## config.mk

```make
export PLATFORM = sky130hd
export DESIGN_NAME = stack_sequencer
export DESIGN_NICKNAME = d
export VERILOG_FILES = /design/src/rtl/stack_pkg.sv /design/src/rtl/stack_sequencer_sp.sv /design/src/rtl/stack_sequencer.sv
export SDC_FILE = /design/constraint.sdc
export NUM_CORES = 1
export LEC_CHECK = 0
export CAP_MARGIN = 20
export CORE_MARGIN = 3
export CORE_UTILIZATION = 30
export DETAILED_ROUTE_END_ITERATION = 10
export HOLD_SLACK_MARGIN = 0.03
export MAX_ROUTING_LAYER = met4
export PLACE_DENSITY = 0.63
export RECOVER_POWER = 100
export SKIP_LAST_GASP = 1
export SYNTH_ARGS = -nofsm -noshare
export SYNTH_HDL_FRONTEND = slang
export SYNTH_SLANG_ARGS = --single-unit
export TNS_END_PERCENT = 10
```

## constraint.sdc

```tcl
create_clock -name clk -period 3.3 [get_ports clk]
set_input_delay 0.495 -clock clk [delete_from_list [all_inputs] [get_ports clk]]
set_output_delay 0.495 -clock clk [all_outputs]
set_load 0.01 [all_outputs]
```

## src/rtl/stack_pkg.sv

```systemverilog
// stack_pkg: shared widths, flag bit positions, reset defaults and FSM states for the stack sequencer.
package stack_pkg;
  localparam int DATA_W_DEF = 16;
  localparam int ADDR_W_DEF = 12;
  localparam int PC_W_DEF = 32;
  localparam int FLAG_W = 3;
  localparam int FLAG_Z = 0;
  localparam int FLAG_N = 1;
  localparam int FLAG_C = 2;
  localparam logic [ADDR_W_DEF-1:0] SP_RESET_DEF = 12'hFFF;
  localparam logic [PC_W_DEF-1:0] INT_VEC_DEF = 32'h0000_0020;
  typedef enum logic [2:0] {
    S_IDLE,
    S_WR_HI,
    S_WR_LO,
    S_WR_FLG,
    S_RD_FLG,
    S_RD_LO,
    S_RD_HI
  } state_e;
endpackage

```

## src/rtl/stack_sequencer_sp.sv

```systemverilog
// stack_pointer: stack pointer register with increment/decrement strobes, wrapping modulo 2^ADDR_W.
module stack_pointer #(
  parameter int ADDR_W = 12,
  parameter logic [ADDR_W-1:0] SP_RESET = '1
) (
  input  logic              clk,
  input  logic              reset,
  input  logic              inc,
  input  logic              dec,
  output logic [ADDR_W-1:0] sp,
  output logic [ADDR_W-1:0] sp_plus1
);
  logic [ADDR_W-1:0] sp_q, sp_d;
  assign sp = sp_q;
  assign sp_plus1 = sp_q + ADDR_W'(1);
  assign sp_d = inc ? sp_plus1 : dec ? sp_q - ADDR_W'(1) : sp_q;
  always_ff @(posedge clk or posedge reset) begin
    if (reset) sp_q <= SP_RESET;
    else sp_q <= sp_d;
  end
endmodule

```

## src/rtl/stack_sequencer.sv

```systemverilog
// stack_sequencer: memory-stage stack controller sequencing PUSH/POP, CALL/RET, interrupt entry and RTI.
module stack_sequencer
  import stack_pkg::*;
#(
  parameter int DATA_W = DATA_W_DEF,
  parameter int ADDR_W = ADDR_W_DEF,
  parameter int PC_W = PC_W_DEF,
  parameter logic [ADDR_W-1:0] SP_RESET = SP_RESET_DEF,
  parameter logic [PC_W-1:0] INT_VEC = INT_VEC_DEF
) (
  input  logic              clk,
  input  logic              reset,
  input  logic              push,
  input  logic              pop,
  input  logic              call,
  input  logic              ret,
  input  logic              rti,
  input  logic              intr,
  input  logic [DATA_W-1:0] push_data,
  input  logic [PC_W-1:0]   call_target,
  input  logic [PC_W-1:0]   ret_pc,
  input  logic [FLAG_W-1:0] flags_in,
  input  logic [DATA_W-1:0] mem_rdata,
  output logic [ADDR_W-1:0] mem_addr,
  output logic [DATA_W-1:0] mem_wdata,
  output logic              mem_we,
  output logic              mem_re,
  output logic [DATA_W-1:0] pop_data,
  output logic              pop_valid,
  output logic              pc_load,
  output logic [PC_W-1:0]   pc_value,
  output logic              flags_load,
  output logic [FLAG_W-1:0] flags_value,
  output logic              int_ack,
  output logic              stall,
  output logic [ADDR_W-1:0] sp
);
  state_e state_q, state_d;
  logic int_pend_q, int_pend_d, intr_q, is_int_q, is_int_d, accept_int, inc, dec;
  logic [PC_W-1:0] ret_q, ret_d, tgt_q, tgt_d;
  logic [FLAG_W-1:0] flg_q, flg_d;
  logic [DATA_W-1:0] lo_q, lo_d;
  logic [ADDR_W-1:0] sp_plus1;
  stack_pointer #(.ADDR_W(ADDR_W), .SP_RESET(SP_RESET)) u_sp (
    .clk(clk), .reset(reset), .inc(inc), .dec(dec), .sp(sp), .sp_plus1(sp_plus1)
  );
  always_comb begin
    state_d = state_q;
    is_int_d = is_int_q;
    ret_d = ret_q;
    tgt_d = tgt_q;
    flg_d = flg_q;
    lo_d = lo_q;
    accept_int = 1'b0;
    inc = 1'b0;
    dec = 1'b0;
    mem_addr = '0;
    mem_wdata = '0;
    mem_we = 1'b0;
    mem_re = 1'b0;
    pop_data = '0;
    pop_valid = 1'b0;
    pc_load = 1'b0;
    pc_value = '0;
    flags_load = 1'b0;
    flags_value = '0;
    int_ack = 1'b0;
    stall = 1'b0;
    case (state_q)
      S_IDLE: begin
        if (int_pend_q) begin
          stall = 1'b1;
          accept_int = 1'b1;
          is_int_d = 1'b1;
          ret_d = ret_pc;
          flg_d = flags_in;
          state_d = S_WR_HI;
        end else if (rti) begin
          stall = 1'b1;
          state_d = S_RD_FLG;
        end else if (ret) begin
          stall = 1'b1;
          state_d = S_RD_LO;
        end else if (call) begin
          stall = 1'b1;
          is_int_d = 1'b0;
          ret_d = ret_pc;
          tgt_d = call_target;
          state_d = S_WR_HI;
        end else if (pop) begin
          mem_re = 1'b1;
          mem_addr = sp_plus1;
          pop_data = mem_rdata;
          pop_valid = 1'b1;
          inc = 1'b1;
        end else if (push) begin
          mem_we = 1'b1;
          mem_addr = sp;
          mem_wdata = push_data;
          dec = 1'b1;
        end
      end
      S_WR_HI: begin
        mem_we = 1'b1;
        mem_addr = sp;
        mem_wdata = ret_q[PC_W-1:DATA_W];
        dec = 1'b1;
        stall = 1'b1;
        state_d = S_WR_LO;
      end
      S_WR_LO: begin
        mem_we = 1'b1;
        mem_addr = sp;
        mem_wdata = ret_q[DATA_W-1:0];
        dec = 1'b1;
        stall = is_int_q;
        pc_load = ~is_int_q;
        pc_value = is_int_q ? '0 : tgt_q;
        state_d = is_int_q ? S_WR_FLG : S_IDLE;
      end
      S_WR_FLG: begin
        mem_we = 1'b1;
        mem_addr = sp;
        mem_wdata = {{(DATA_W-FLAG_W){1'b0}}, flg_q};
        dec = 1'b1;
        pc_load = 1'b1;
        pc_value = INT_VEC;
        int_ack = 1'b1;
        state_d = S_IDLE;
      end
      S_RD_FLG: begin
        mem_re = 1'b1;
        mem_addr = sp_plus1;
        inc = 1'b1;
        flags_load = 1'b1;
        flags_value = mem_rdata[FLAG_C:FLAG_Z];
        stall = 1'b1;
        state_d = S_RD_LO;
      end
      S_RD_LO: begin
        mem_re = 1'b1;
        mem_addr = sp_plus1;
        inc = 1'b1;
        lo_d = mem_rdata;
        stall = 1'b1;
        state_d = S_RD_HI;
      end
      S_RD_HI: begin
        mem_re = 1'b1;
        mem_addr = sp_plus1;
        inc = 1'b1;
        pc_load = 1'b1;
        pc_value = {mem_rdata, lo_q};
        state_d = S_IDLE;
      end
      default: state_d = S_IDLE;
    endcase
    // a fresh request arriving in the accept cycle stays pending for the next IDLE
    int_pend_d = (int_pend_q & ~accept_int) | (intr & ~intr_q);
  end
  always_ff @(posedge clk or posedge reset) begin
    if (reset) begin
      state_q <= S_IDLE;
      int_pend_q <= 1'b0;
      intr_q <= 1'b0;
      is_int_q <= 1'b0;
      ret_q <= '0;
      tgt_q <= '0;
      flg_q <= '0;
      lo_q <= '0;
    end else begin
      state_q <= state_d;
      int_pend_q <= int_pend_d;
      intr_q <= intr;
      is_int_q <= is_int_d;
      ret_q <= ret_d;
      tgt_q <= tgt_d;
      flg_q <= flg_d;
      lo_q <= lo_d;
    end
  end
endmodule

```

# [After elaboration in Yosys (flattened, before gate mapping)]
# Cells that the tools add are included.
# W data, S select, Z words.
[classes] n_reduce_logical=10 mux=63 n_eq_ne=9 n_addsub=2 n_bitwise=9
[op_table] operator="$mux W16" count=12
[op_table] operator="$mux W32" count=5
[op_table] operator="$mux W12" count=8
[op_table] operator="$pmux W32 S3" count=1
[op_table] operator="$pmux W16 S4" count=1
[op_table] operator="$pmux W12 S3" count=1
[op_table] operator="$mux W1" count=24
[op_table] operator="$mux W3" count=5
[op_table] operator="$pmux W3 S5" count=1
[op_table] operator="$add A12 B1 Y12 const B" count=1
[op_table] operator="$sub A12 B1 Y12 const B" count=1
[op_table] operator="$eq A3 B3 Y1 const B" count=3
[op_table] operator="$reduce_or A3 Y1" count=3
[op_table] operator="$eq A3 B2 Y1 const B" count=2
[op_table] operator="$not A1 Y1" count=6
[op_table] operator="$pmux W1 S2" count=3
[op_table] operator="$ne A5 B5 Y1 const B" count=1
[op_table] operator="$reduce_and A5 Y1" count=1
[op_table] operator="$ne A2 B1 Y1 const B" count=2
[op_table] operator="$reduce_and A4 Y1" count=1
[op_table] operator="$reduce_bool A2 Y1" count=2
[op_table] operator="$eq A3 B1 Y1 const B" count=1
[op_table] operator="$logic_not A3 Y1" count=1
[op_table] operator="$pmux W1 S3" count=1
[op_table] operator="5 further kinds" count=6
[word_totals] reg_bits=101 word_cells=102 input_bits=107 output_inout_bits=98

# [Logic depth before layout (Yosys ltp)]
# Gate-level depths: netlist of run 1.
[depth] depth_word=9 depth_mapped=8

# [By module]
# From an unflattened synthesis of run 1, not the netlist that was laid out.
[hier_totals] hier_cells=484 area_unflattened_um2=5671.7
[by_module_without_submodules] module="stack_sequencer" n_inst=1 seq_area_each_um2=2227.1 area_per_inst_um2=4804.6 cells_each=391
[by_module_without_submodules] module="stack_pointer" n_inst=1 seq_area_each_um2=315.3 area_per_inst_um2=867.1 cells_each=93

# [Worst setup path after synthesis of run 1]
# OpenSTA, ideal clock, no wires.
[synth_path] path_type="input to output" start="in call" end="out mem_addr[6]" setup_slack_ns=0.961 stages=8 t_arrival_ns=1.844 path_cell_list="nor4_4 > a311o_1 > nand2b_1 > buf_2 > inv_1 > buf_2 > a21oi_1 > o21ai_0"
[synth_via] elab_chain_cells=5
[synth_lines] element="start: declaration" line_no="stack_sequencer.sv:15" rtl="input logic call,"
[synth_lines] element="$mux W12" line_no="stack_sequencer.sv:84" rtl="end else if (call) begin"
[synth_lines] element="$mux W12" line_no="stack_sequencer.sv:81" rtl="end else if (ret) begin"
[synth_lines] element="$mux W12" line_no="stack_sequencer.sv:78" rtl="end else if (rti) begin"
[synth_lines] element="$mux W12" line_no="stack_sequencer.sv:71" rtl="if (int_pend_q) begin"
[synth_lines] element="$pmux W12 S3" line_no="stack_sequencer.sv:69" rtl="case (state_q)"
[synth_lines] element="end: declaration" line_no="stack_sequencer.sv:24" rtl="output logic [ADDR_W-1:0] mem_addr,"
# No other way between the ends.

# [Worst setup path after layout of run 1]
[layout_path] start="in rti" end="out mem_addr[10]"
[layout_via] elab_chain_cells=3
[layout_lines] element="start: declaration" line_no="stack_sequencer.sv:17" rtl="input logic rti,"
[layout_lines] element="$mux W12" line_no="stack_sequencer.sv:78"
[layout_lines] element="$mux W12" line_no="stack_sequencer.sv:71"
[layout_lines] element="$pmux W12 S3" line_no="stack_sequencer.sv:69"
# No other way between the ends.

==> impl_results.md, run 1 <==
* Routing usage on met1 at 21.7%
* P_leak at 0.00325 uW
* Mean Syn Cell Area at 11.4 um^2
* Number of I/O port buffers at 204
* Antenna Nets Post-Route at 0
* Clock network fraction of total power at 18.4%
* Clk slew on worst S/H paths at 0.07 ns
* Mapped cell area at 0.00516 mm^2
* Initial cell density of the core at 30.9%
* Int Power at 4490 uW
* Setup Crit Path Kind: in -> out
* Flops & latches, synth at 101
* Post-synth top cells: dfrtp_1 (89), mux2_2 (84), a22o_1 (32)
* Unrepaired setup endpoints after global routing: yes
* Antenna violations before repair at 0
* Slowest Stage Delay on Critical Path at 0.58 ns
* Violations in the final reports: max-capacitance violations, max-slew violations
* CTS tree: built
* NetSw at 2290 uW
* Hold buffers post-CTS at 0
* Largest net degree at the start of global routing at 54
* Hold Crit Class: reg -> reg
* Rows at 47
* Register area share after synthesis at 49.2%
* Final WL at 15.9 mm
* Slew Limit Fails at 49
* Hold Path End: int_pend_q
* Clk sinks at 101
* I/O Pins at 205
* Seq pwr share at 35.7%
* Max_slew headroom at -26.1%
* Max-cap viol count at 1
* GRT Total Usage at 17.1%
* Busiest grt layer: met2
* DRT Pass-1 Iters at 5
* Nets at 761
* CP required at 2.80 ns
* Fmax at 306 MHz
* Yosys top cell by area: dfrtp_1
* GRT met3 Usage at 2.89%
* Met2 global-route usage at 27.6%
* Pwr dens at 859 mW/mm^2
* Placed cell area at 0.00752 mm^2
* R2R cell count at 6
* Min Tclk post-route at 3.27 ns
* EDFF count, synth at 0
* RR Startpoint: state_q[2]
* WHS at 0.433 ns
* TritonCTS Buffers at 9
* Synth Flop Type: dfrtp_1
* Combinational group share of total power at 45.9%
* Worst-Margin Slew at 1.89 ns
* Worst path slowest cell: clkdlybuf4s50_1
* Clock Latency Late Sink at 0.34 ns
* Arr. time, crit path at 2.78 ns
* Worst Hold Depth at 1
* Yosys warning total at 0
* Grt ovf at 0
* CP cell instances: clkdlybuf4s50_1 -> nor4_4 -> buf_4 -> a32oi_1 -> buf_4 -> a31oi_1 -> o21ai_0 -> o31ai_1 -> clkdlybuf4s50_1
* Reg2reg end: tgt_q[7]
* CORE AREA at 0.0167 mm^2
* Initial drt markers at 235
* Die Width at 137 um
* HP Start: intr_q
* Cell count after synthesis at 453
* Layout cell share with drive strength beyond 1 at 21.3%
* Vias in the first global route at 4,514
* Yosys top cell area share at 43.1%
* Critical path fanouts, max at 13
* Worst Setup SP: rti
* Vias after detailed routing at 4,425
* H-tree Lvls at 3
* Final Hold Viols at 0
* Async SR Flop Fraction at 100%
* # diodes at 0
* Wire per inst at 18.1 um
* CP Capture Type: output port
* CTS root buffer: clkbuf_16
* Setup Viol. Count Final at 0
* Unique cell type count in the Yosys netlist at 51
* Run status: finished with violations
* DIE AREA at 0.0188 mm^2
* Placed wire-length estimate at 11.7 mm
* Switching share of power at 33.8%
* Synth Net Count at 562
* Residual DRC at 0
* CTS Buffer Depth at 2
* Count leader, synth: dfrtp_1
* Post-Route Utilization at 47.3%
* Via-to-Cell Ratio at 5.05
* Area Growth Syn to Fin at 52.9%
* Period utilisation layout at 99.1%
* Die height at 137 um
* First-pass GRT wire length at 24.3 mm
* Skew final at 0.00483 ns
* Critical path launch point type: input pin
* Placer Congestion at 0.906
* Setup slack, reg-to-reg at 1.00 ns
* Peak supply drop at 0.405 mV
* Post-Layout Inst Area at 0.00790 mm^2
* Synth top area cells: dfrtp_1 (43%), mux2_2 (18%), dfstp_2 (6.1%), a22o_1 (5.4%), a222oi_1 (2.5%)
## power groups by stage
stage          clock network [uW]  logic (uW)  registers (uW)
2_1_floorplan                   0        1870            2240
3_3_place_gp                    0        3080            2410
3_5_place_dp                    0        3140            2440
4_1_cts                      1290        3160            2420
5_1_grt                      1330        3380            2510
6_report                     1250        3110            2420
## what timing repair did
item                                    4_1_cts  5_1_grt
buffers inserted                              0        1
cloned                                        0        0
endpoints found under the setup margin        1       56
pin swaps                                     0        1
gates resized for setup                       1        5
## critical path, delay by kind of cell
family                 cells  cell delay [ns]
AND/OR/NAND/NOR            1             0.33
AO/OA/AOI/OAI              4             0.50
buffers and inverters      4             1.44
## state kept, by name (all words and copies together) (netlist names)
name and cells:
ret_q 32, tgt_q 32, lo_q 16, u_sp.sp 12, flg_q 3, state_q 3, int_pend_q 1, intr_q 1
is_int_q 1
## cells by family (layout without fill, tap and decap cells)
kind of cell / Yosys count / count (layout) / synth area share, %
AOI/OAI and AO/OA: 96 / 96 / 14.2
xor gates and xnor gates: 12 / 12 / 2.03
adders and majority gates: 2 / 2 / 0.484
buffers and inverters: 54 / 258 / 4.84
DFF: 101 / 101 / 49.2
muxes: 86 / 86 / 18.8
and+or+nand+nor: 102 / 102 / 10.5
## area by class of cell
cell class | instances | area (um^2)
fillers | 1535 | 8800
flip-flops and latches | 101 | 2540
multi-input cells | 298 | 2400
repair buffers | 224 | 2250
well taps | 220 | 275
clock buffers | 11 | 253
clock inverters | 5 | 106
inverters | 18 | 70.1
## placed cells by master (no fill, tap or decap), types with 3 or more instances in the layout
master,count
clkdlybuf4s50_1,199
dfrtp_1,89
mux2_2,84
a22o_1,32
o21ai_0,23
nor2_1,22
nand2_1,22
and2_1,20
inv_1,17
buf_4,14
a222oi_1,13
dfstp_2,10
clkbuf_16,9
xnor2_1,6
xor2_1,6
a21oi_1,6
and3_1,5
dlygate4sd3_1,5
buf_12,5
nor3_1,4
nand3_1,4
nand4_1,4
nand2b_1,3
a22oi_1,3
a31oi_1,3
o22ai_1,3
or3_1,3
bufinv_16,3
## worst max path at each step
| stage | end | slack (ns) |
|---|---|---|
| 2_1_floorplan | flg_q[0] | 0.18 |
| 3_3_place_gp | mem_addr[3] | 0.06 |
| 3_5_place_dp | mem_addr[6] | 0.01 |
| 4_1_cts | mem_addr[6] | 0.003 |
| 5_1_grt | mem_addr[9] | -0.04 |
| 6_report | mem_addr[10] | 0.03 |
## metal layers
layer	part of all wire (%)	up-vias	wire length, um
met5	0	-	0
met4	1.9	0	297
met3	5.6	22	881
met2	50	155	7970
met1	42	2196	6720
li1	-	2052	-
## per-stage QoR
stage	setup TNS (ns)	total power, uW	setup WS, ns	cells
2_1_floorplan	0	4110	0.178	453
3_3_place_gp	0	5490	0.0555	860
3_5_place_dp	0	5580	0.0117	860
4_1_cts	0	6870	0.00335	876
5_1_grt	-0.174	7220	-0.0369	877
6_report	0	6780	0.0281	877
No activity file was read; power rests on OpenSTA's default activity.
==> inputs of run 2 (changes only) <==
- RECOVER_POWER: 100 -> unset
==> impl_results.md, run 2 (synthesis results as in run 1) <==
* Max-cap viol count at 0 (was 1)
* Clk slew on worst S/H paths at 0.07 ns (about the same)
* Run status: completed (was finished with violations)
* Period utilisation layout at 98.2% (was 99.1%)
* Arr. time, crit path at 2.75 ns (was 2.78 ns)
* CP Capture Type: output port (unchanged)
* Skew final at 0.00441 ns (was 0.00483 ns)
* DRT Pass-1 Iters at 6 (was 5)
* Wire per inst at 18.1 um (about the same)
* Fillers at 1,534 (was 1,535)
* I/O Pins at 205 (unchanged)
* CTS root buffer: clkbuf_16 (unchanged)
* Area occupied by multi-input gates at 0.00240 mm^2 (unchanged)
* Peak supply drop at 0.411 mV (was 0.405 mV)
* Setup slack after placement at 0.0117 ns (unchanged)
* TritonCTS Buffers at 9 (unchanged)
* CP required at 2.80 ns (about the same)
* Area Growth Syn to Fin at 53.0% (was 52.9%)
* Critical path fanouts, max at 13 (unchanged)
* Clock Latency Late Sink at 0.34 ns (about the same)
* Reg2reg end: tgt_q[7] (unchanged)
* Final Hold Viols at 0 (unchanged)
* H-tree Lvls at 3 (unchanged)
* Slew Limit Fails at 0 (was 49)
* Slowest Stage Delay on Critical Path at 0.58 ns (about the same)
* Grt ovf at 0 (unchanged)
* Largest net degree at the start of global routing at 54 (unchanged)
* RR Startpoint: state_q[2] (unchanged)
* GRT Total Usage at 17.1% (unchanged)
* Non-filler cells, final at 877 (unchanged)
* Dpl cells at 860 (unchanged)
* Final WL at 15.8 mm (was 15.9 mm)
* CP cell instances: clkdlybuf4s50_1 -> nor4_4 -> buf_4 -> a32oi_1 -> buf_4 -> a31oi_1 -> o21ai_0 -> o31ai_1 -> clkdlybuf4s50_1 (unchanged)
* Critical path launch point type: input pin (unchanged)
* Hold Path End: int_pend_q (unchanged)
* Initial cell density of the core at 30.9% (unchanged)
* Largest registers: ret_q: 32 flops, tgt_q: 32 flops, lo_q: 16 flops (unchanged)
* Initial drt markers at 233 (was 235)
* Clk sinks at 101 (unchanged)
* Worst Hold Depth at 1 (unchanged)
* Placer Congestion at 0.906 (unchanged)
* Rows at 47 (unchanged)
* Commonest cells after routing, fill and taps aside: clkdlybuf4s50_1 (204), dfrtp_1 (89), mux2_2 (84) (was clkdlybuf4s50_1 (199), dfrtp_1 (89), mux2_2 (84))
* R2R cell count at 6 (unchanged)
* CORE AREA at 0.0167 mm^2 (unchanged)
* P_leak at 0.00325 uW (about the same)
* Die Width at 137 um (unchanged)
* Residual DRC at 0 (unchanged)
* Unrepaired setup endpoints after global routing: yes (unchanged)
* Setup ws final at 0.0586 ns (was 0.0281 ns)
* Nets at 761 (unchanged)
* Max_slew headroom at 55.2% (was -26.1%)
* CTS Buffer Depth at 2 (unchanged)
* Number of I/O port buffers at 204 (unchanged)
* Worst path slowest cell: clkdlybuf4s50_1 (unchanged)
* Placed wire-length estimate at 11.7 mm (unchanged)
* Vias in the first global route at 4,514 (unchanged)
* Crit-path leading delay family: buffers and inverters (unchanged)
* Min Tclk post-route at 3.24 ns (was 3.27 ns)
* Antenna violations before repair at 0 (unchanged)
* # diodes at 0 (unchanged)
* Antenna Nets Post-Route at 0 (unchanged)
* CTS tree: built (unchanged)
* Most common cell after layout, fill and taps aside: clkdlybuf4s50_1 (unchanged)
* Pwr dens at 860 mW/mm^2 (was 859 mW/mm^2)
* First-pass GRT wire length at 24.3 mm (unchanged)
* Fmax at 309 MHz (was 306 MHz)
* Layout cell share with drive strength beyond 1 at 21.9% (was 21.3%)
* Worst-Margin Slew at 0.669 ns (was 1.89 ns)
* HP Start: intr_q (unchanged)
* Setup slack, reg-to-reg at 1.08 ns (was 1.00 ns)
* Register area at 0.00254 mm^2 (unchanged)
* Die height at 137 um (unchanged)
* Via-to-Cell Ratio at 5.01 (was 5.05)
* Setup Crit Path Kind: in -> out (unchanged)
* Setup Viol. Count Final at 0 (unchanged)
* Hold Crit Class: reg -> reg (unchanged)
* Total buffers and inverters traversed by the critical path at 4 (unchanged)
* Vias after detailed routing at 4,398 (was 4,425)
* DIE AREA at 0.0188 mm^2 (unchanged)
==> run 2: cell count changes in the layout (fill, tap and decap cells not counted), sizes merged <==
| cell | before | now |
|---|---|---|
| buf | 19 | 20 |
| clkbuf | 12 | 11 |
| clkdlybuf4s50 | 199 | 204 |
| dlygate4sd3 | 5 | 0 |
==> run 2: worst max path at each step <==
stage	from	to	cells after the start
4_1_cts	call	mem_addr[6]	8
2_1_floorplan	reset	flg_q[0]	1
6_report	rti	mem_addr[10]	9
3_5_place_dp	call	mem_addr[6]	8
3_3_place_gp	call	mem_addr[3]	9
5_1_grt	u_sp.sp[0]	mem_addr[9]	5
==> run 2: layout make-up <==
cell class              instances  share of cell area [%]
repair buffers                224                    28.5
well taps                     220                    3.48
flip-flops and latches        101                    32.2
inverters                      18                   0.918
clock inverters                 5                    1.35
multi-input cells             298                    30.4
clock buffers                  11                    3.20
==> run 2: per-layer routing <==
layer / part of all wire, % / vias up / routed length (um) / GRT usage [%]
li1: - / 2053 / - / -
met1: 42 / 2187 / 6730 / 21.7
met2: 51 / 139 / 8010 / 27.6
met3: 5.2 / 19 / 831 / 2.89
met4: 1.7 / 0 / 265 / 6.43
met5: 0 / - / 0 / -
==> run 2: stage by stage <==
stage | hold slack (ns) | TNS (ns) | utilization, % | power [uW] | instance area, um^2
floorplan | 0.410 | 0 | - | 4110 | 5160
global placement | 0.421 | 0 | 45.0 | 5490 | 7520
detailed placement | 0.440 | 0 | 45.0 | 5580 | 7520
CTS | 0.439 | 0 | 47.2 | 6870 | 7880
global route | 0.455 | -0.174 | 47.3 | 7240 | 7900
finish | 0.432 | 0 | 47.3 | 6800 | 7900
==> run 2: worst register-to-register path, stage by stage, from the launching register on <==
cell and delay [ns]:
dfrtp_1 0.52, nor3_1 0.36, buf_4 0.21, nand2_1 0.10, nor2_4 0.10, buf_4 0.41
mux2_2 0.42
==> run 2: repair_timing <==
item / in CTS / in global routing
hold buffers: 0 / 0
setup buffers: 0 / 1
pin swaps: 0 / 1
gates cloned: 0 / 0
setup endpoints to repair: 1 / 56
gates resized for setup: 1 / 5
==> run 2: power breakdown <==
part	total, uW	internal (uW)	switching, uW
clock	1250	784	464
combinational	3130	1800	1330
sequential	2420	1920	499
==> inputs of run 3 (changes only) <==
- CORE_UTILIZATION: 30 -> 40
- PLACE_DENSITY: 0.63 -> 0.8
- RECOVER_POWER: unset -> 25
==> impl_results.md, run 3 (synthesis results as in run 1) <==
* Run status: finished with violations (was completed)
* Violations in the final reports: max-capacitance violations, max-slew violations
* NetSw at 2290 uW (about the same)
* Worst path slowest cell: clkdlybuf4s50_1 (unchanged)
* Wire per inst at 18.9 um (was 18.1 um)
* Layout cell share with drive strength beyond 1 at 21.2% (was 21.9%)
* Placed cell area at 0.00743 mm^2 (was 0.00752 mm^2)
* Initial drt markers at 369 (was 233)
* Non-filler cells, final at 824 (was 877)
* Arr. time, crit path at 2.72 ns (was 2.75 ns)
* CTS tree: built (unchanged)
* Critical path launch point type: input pin (unchanged)
* Antenna violations before repair at 0 (unchanged)
* Vias in the first global route at 4,603 (was 4,514)
* CP cell instances: clkdlybuf4s50_1 -> nor4_4 -> buf_4 -> and4_1 -> buf_12 -> a222oi_1 -> nor2_1 -> clkdlybuf4s50_1 (was clkdlybuf4s50_1 -> nor4_4 -> buf_4 -> a32oi_1 -> buf_4 -> a31oi_1 -> o21ai_0 -> o31ai_1 -> clkdlybuf4s50_1)
* I/O Pins at 205 (unchanged)
* Dpl cells at 808 (was 860)
* Period utilisation layout at 97.3% (was 98.2%)
* Peak supply drop at 0.462 mV (was 0.411 mV)
* Min Tclk post-route at 3.21 ns (was 3.24 ns)
* CORE AREA at 0.0123 mm^2 (was 0.0167 mm^2)
* Total buffers and inverters traversed by the critical path at 4 (unchanged)
* Via-to-Cell Ratio at 5.35 (was 5.01)
* CP Capture Type: output port (unchanged)
* Setup slack after placement at 0.0825 ns (was 0.0117 ns)
* Setup ws final at 0.0888 ns (was 0.0586 ns)
* Die height at 120 um (was 137 um)
* Setup bufs post-CTS at 0 (unchanged)
* Seq pwr share at 36.3% (was 35.6%)
* Crit-path leading delay family: buffers and inverters (unchanged)
* Final Hold Viols at 0 (unchanged)
* Worst-Margin Slew at 2.05 ns (was 0.669 ns)
* PostCTS Resize Cnt at 2 (was 1)
* Switching share of power at 34.6% (was 33.7%)
* Hold buffers post-CTS at 0 (unchanged)
* RR Startpoint: state_q[0] (was state_q[2])
* Largest registers: ret_q: 32 flops, tgt_q: 32 flops, lo_q: 16 flops (unchanged)
* WHS at 0.432 ns (about the same)
* Routing usage on met1 at 28.4% (was 21.7%)
* Int Power at 4320 uW (was 4510 uW)
* Max-cap viol count at 1 (was 0)
* Clock Latency Late Sink at 0.35 ns (was 0.34 ns)
* CP required at 2.80 ns (about the same)
* Area Growth Syn to Fin at 49.8% (was 53.0%)
* Busiest grt layer: met2 (unchanged)
* Unrepaired setup endpoints after global routing: yes (unchanged)
* Hold Crit Class: reg -> reg (unchanged)
* Vias after detailed routing at 4,409 (was 4,398)
* # diodes at 0 (unchanged)
* TritonCTS Buffers at 9 (unchanged)
* Grt ovf at 0 (unchanged)
* Skew final at 0.00650 ns (was 0.00441 ns)
* Die Width at 120 um (was 137 um)
* Critical path fanouts, max at 16 (was 13)
* Worst Hold Depth at 1 (unchanged)
* Met2 global-route usage at 36.3% (was 27.6%)
* CTS root buffer: clkbuf_16 (unchanged)
* Residual DRC at 0 (unchanged)
* Combinational group share of total power at 47.5% (was 46.0%)
* H-tree Lvls at 3 (unchanged)
* HP Start: intr_q (unchanged)
* Setup Viol. Count Final at 0 (unchanged)
* GRT Total Usage at 22.4% (was 17.1%)
* Setup Crit Path Kind: in -> out (unchanged)
* DRT Pass-1 Iters at 5 (was 6)
* Post-Layout Inst Area at 0.00774 mm^2 (was 0.00790 mm^2)
* Placer Congestion at 0.904 (was 0.906)
* Antenna Nets Post-Route at 0 (unchanged)
* Worst path depth at 8 (was 9)
* Clock network fraction of total power at 16.2% (was 18.4%)
* P_leak at 0.00319 uW (was 0.00325 uW)
* R2R cell count at 4 (was 6)
* Clk slew on worst S/H paths at 0.06 ns (was 0.07 ns)
* CTS Buffer Depth at 2 (unchanged)
* Most common cell after layout, fill and taps aside: clkdlybuf4s50_1 (unchanged)
* Slew Limit Fails at 52 (was 0)
* Slowest Stage Delay on Critical Path at 0.56 ns (was 0.58 ns)
* Worst Setup SP: call (was rti)
* Placed wire-length estimate at 11.5 mm (was 11.7 mm)
* Final WL at 15.6 mm (was 15.8 mm)
* Fmax at 311 MHz (was 309 MHz)
* GRT met3 Usage at 3.96% (was 2.89%)
* Initial cell density of the core at 42.0% (was 30.9%)
* Pwr dens at 854 mW/mm^2 (was 860 mW/mm^2)
* CP most frequent cell: clkdlybuf4s50_1
* Nets at 760 (was 761)
* DIE AREA at 0.0143 mm^2 (was 0.0188 mm^2)
* Commonest cells after routing, fill and taps aside: clkdlybuf4s50_1 (202), dfrtp_1 (88), mux2_2 (84) (was clkdlybuf4s50_1 (204), dfrtp_1 (89), mux2_2 (84))
* Setup TNS at 0 ns (unchanged)
* Rows at 40 (was 47)
* Max_slew headroom at -36.6% (was 55.2%)
* Clk sinks at 101 (unchanged)
* First-pass GRT wire length at 24.7 mm (was 24.3 mm)
* Largest net degree at the start of global routing at 53 (was 54)
* Number of I/O port buffers at 204 (unchanged)
## run 3: cell count changes in the layout (fill, tap and decap cells not counted), sizes merged
| cell | change |
|---|---|
| bufinv | -2 |
| clkbuf | +2 |
| clkdlybuf4s50 | -2 |
| dlygate4sd3 | +2 |
| buf | -1 |
| clkinv | -1 |
| clkinvlp | +1 |
## run 3: stage by stage
stage | utilization [%] | power [uW]
floorplan | - | 4110
global placement | 60.3 | 5440
detailed placement | 60.3 | 5550
CTS | 62.8 | 6650
global route | 62.9 | 7040
finish | 62.9 | 6610
## run 3: worst paths after layout
path	end	slack, ns
min in group asynchronous	tgt_q[11]	1.26
worst min-delay path	int_pend_q	0.43
worst max register to register	lo_q[9]	1.06
max in group asynchronous	lo_q[5]	0.84
worst max-delay path	mem_wdata[4]	0.09
worst min register to register	int_pend_q	0.43
## run 3: metal layers
layer / vias up / wire length [um]
li1: 2046 / -
met1: 2174 / 6570
met2: 172 / 7780
met3: 17 / 939
met4: 0 / 272
met5: - / 0
## run 3: power by group through the flow
| stage | Sequential [uW] | Combinational, uW | Clock (uW) |
|---|---|---|---|
| detailed placement | 2410 | 3140 | 0 |
| CTS | 2400 | 3160 | 1090 |
| finish | 2400 | 3140 | 1070 |
| global placement | 2380 | 3070 | 0 |
| floorplan | 2240 | 1870 | 0 |
| global route | 2500 | 3400 | 1140 |
## run 3: area by class of cell
cell class	instances	area [um^2]
Tap cell	168	210
Fill cell	988	4570
Sequential cell	101	2540
Clock buffer	13	250
Timing Repair Buffer	223	2230
Inverter	18	67.6
Clock inverter	3	45.0
Multi-Input combinational cell	298	2400
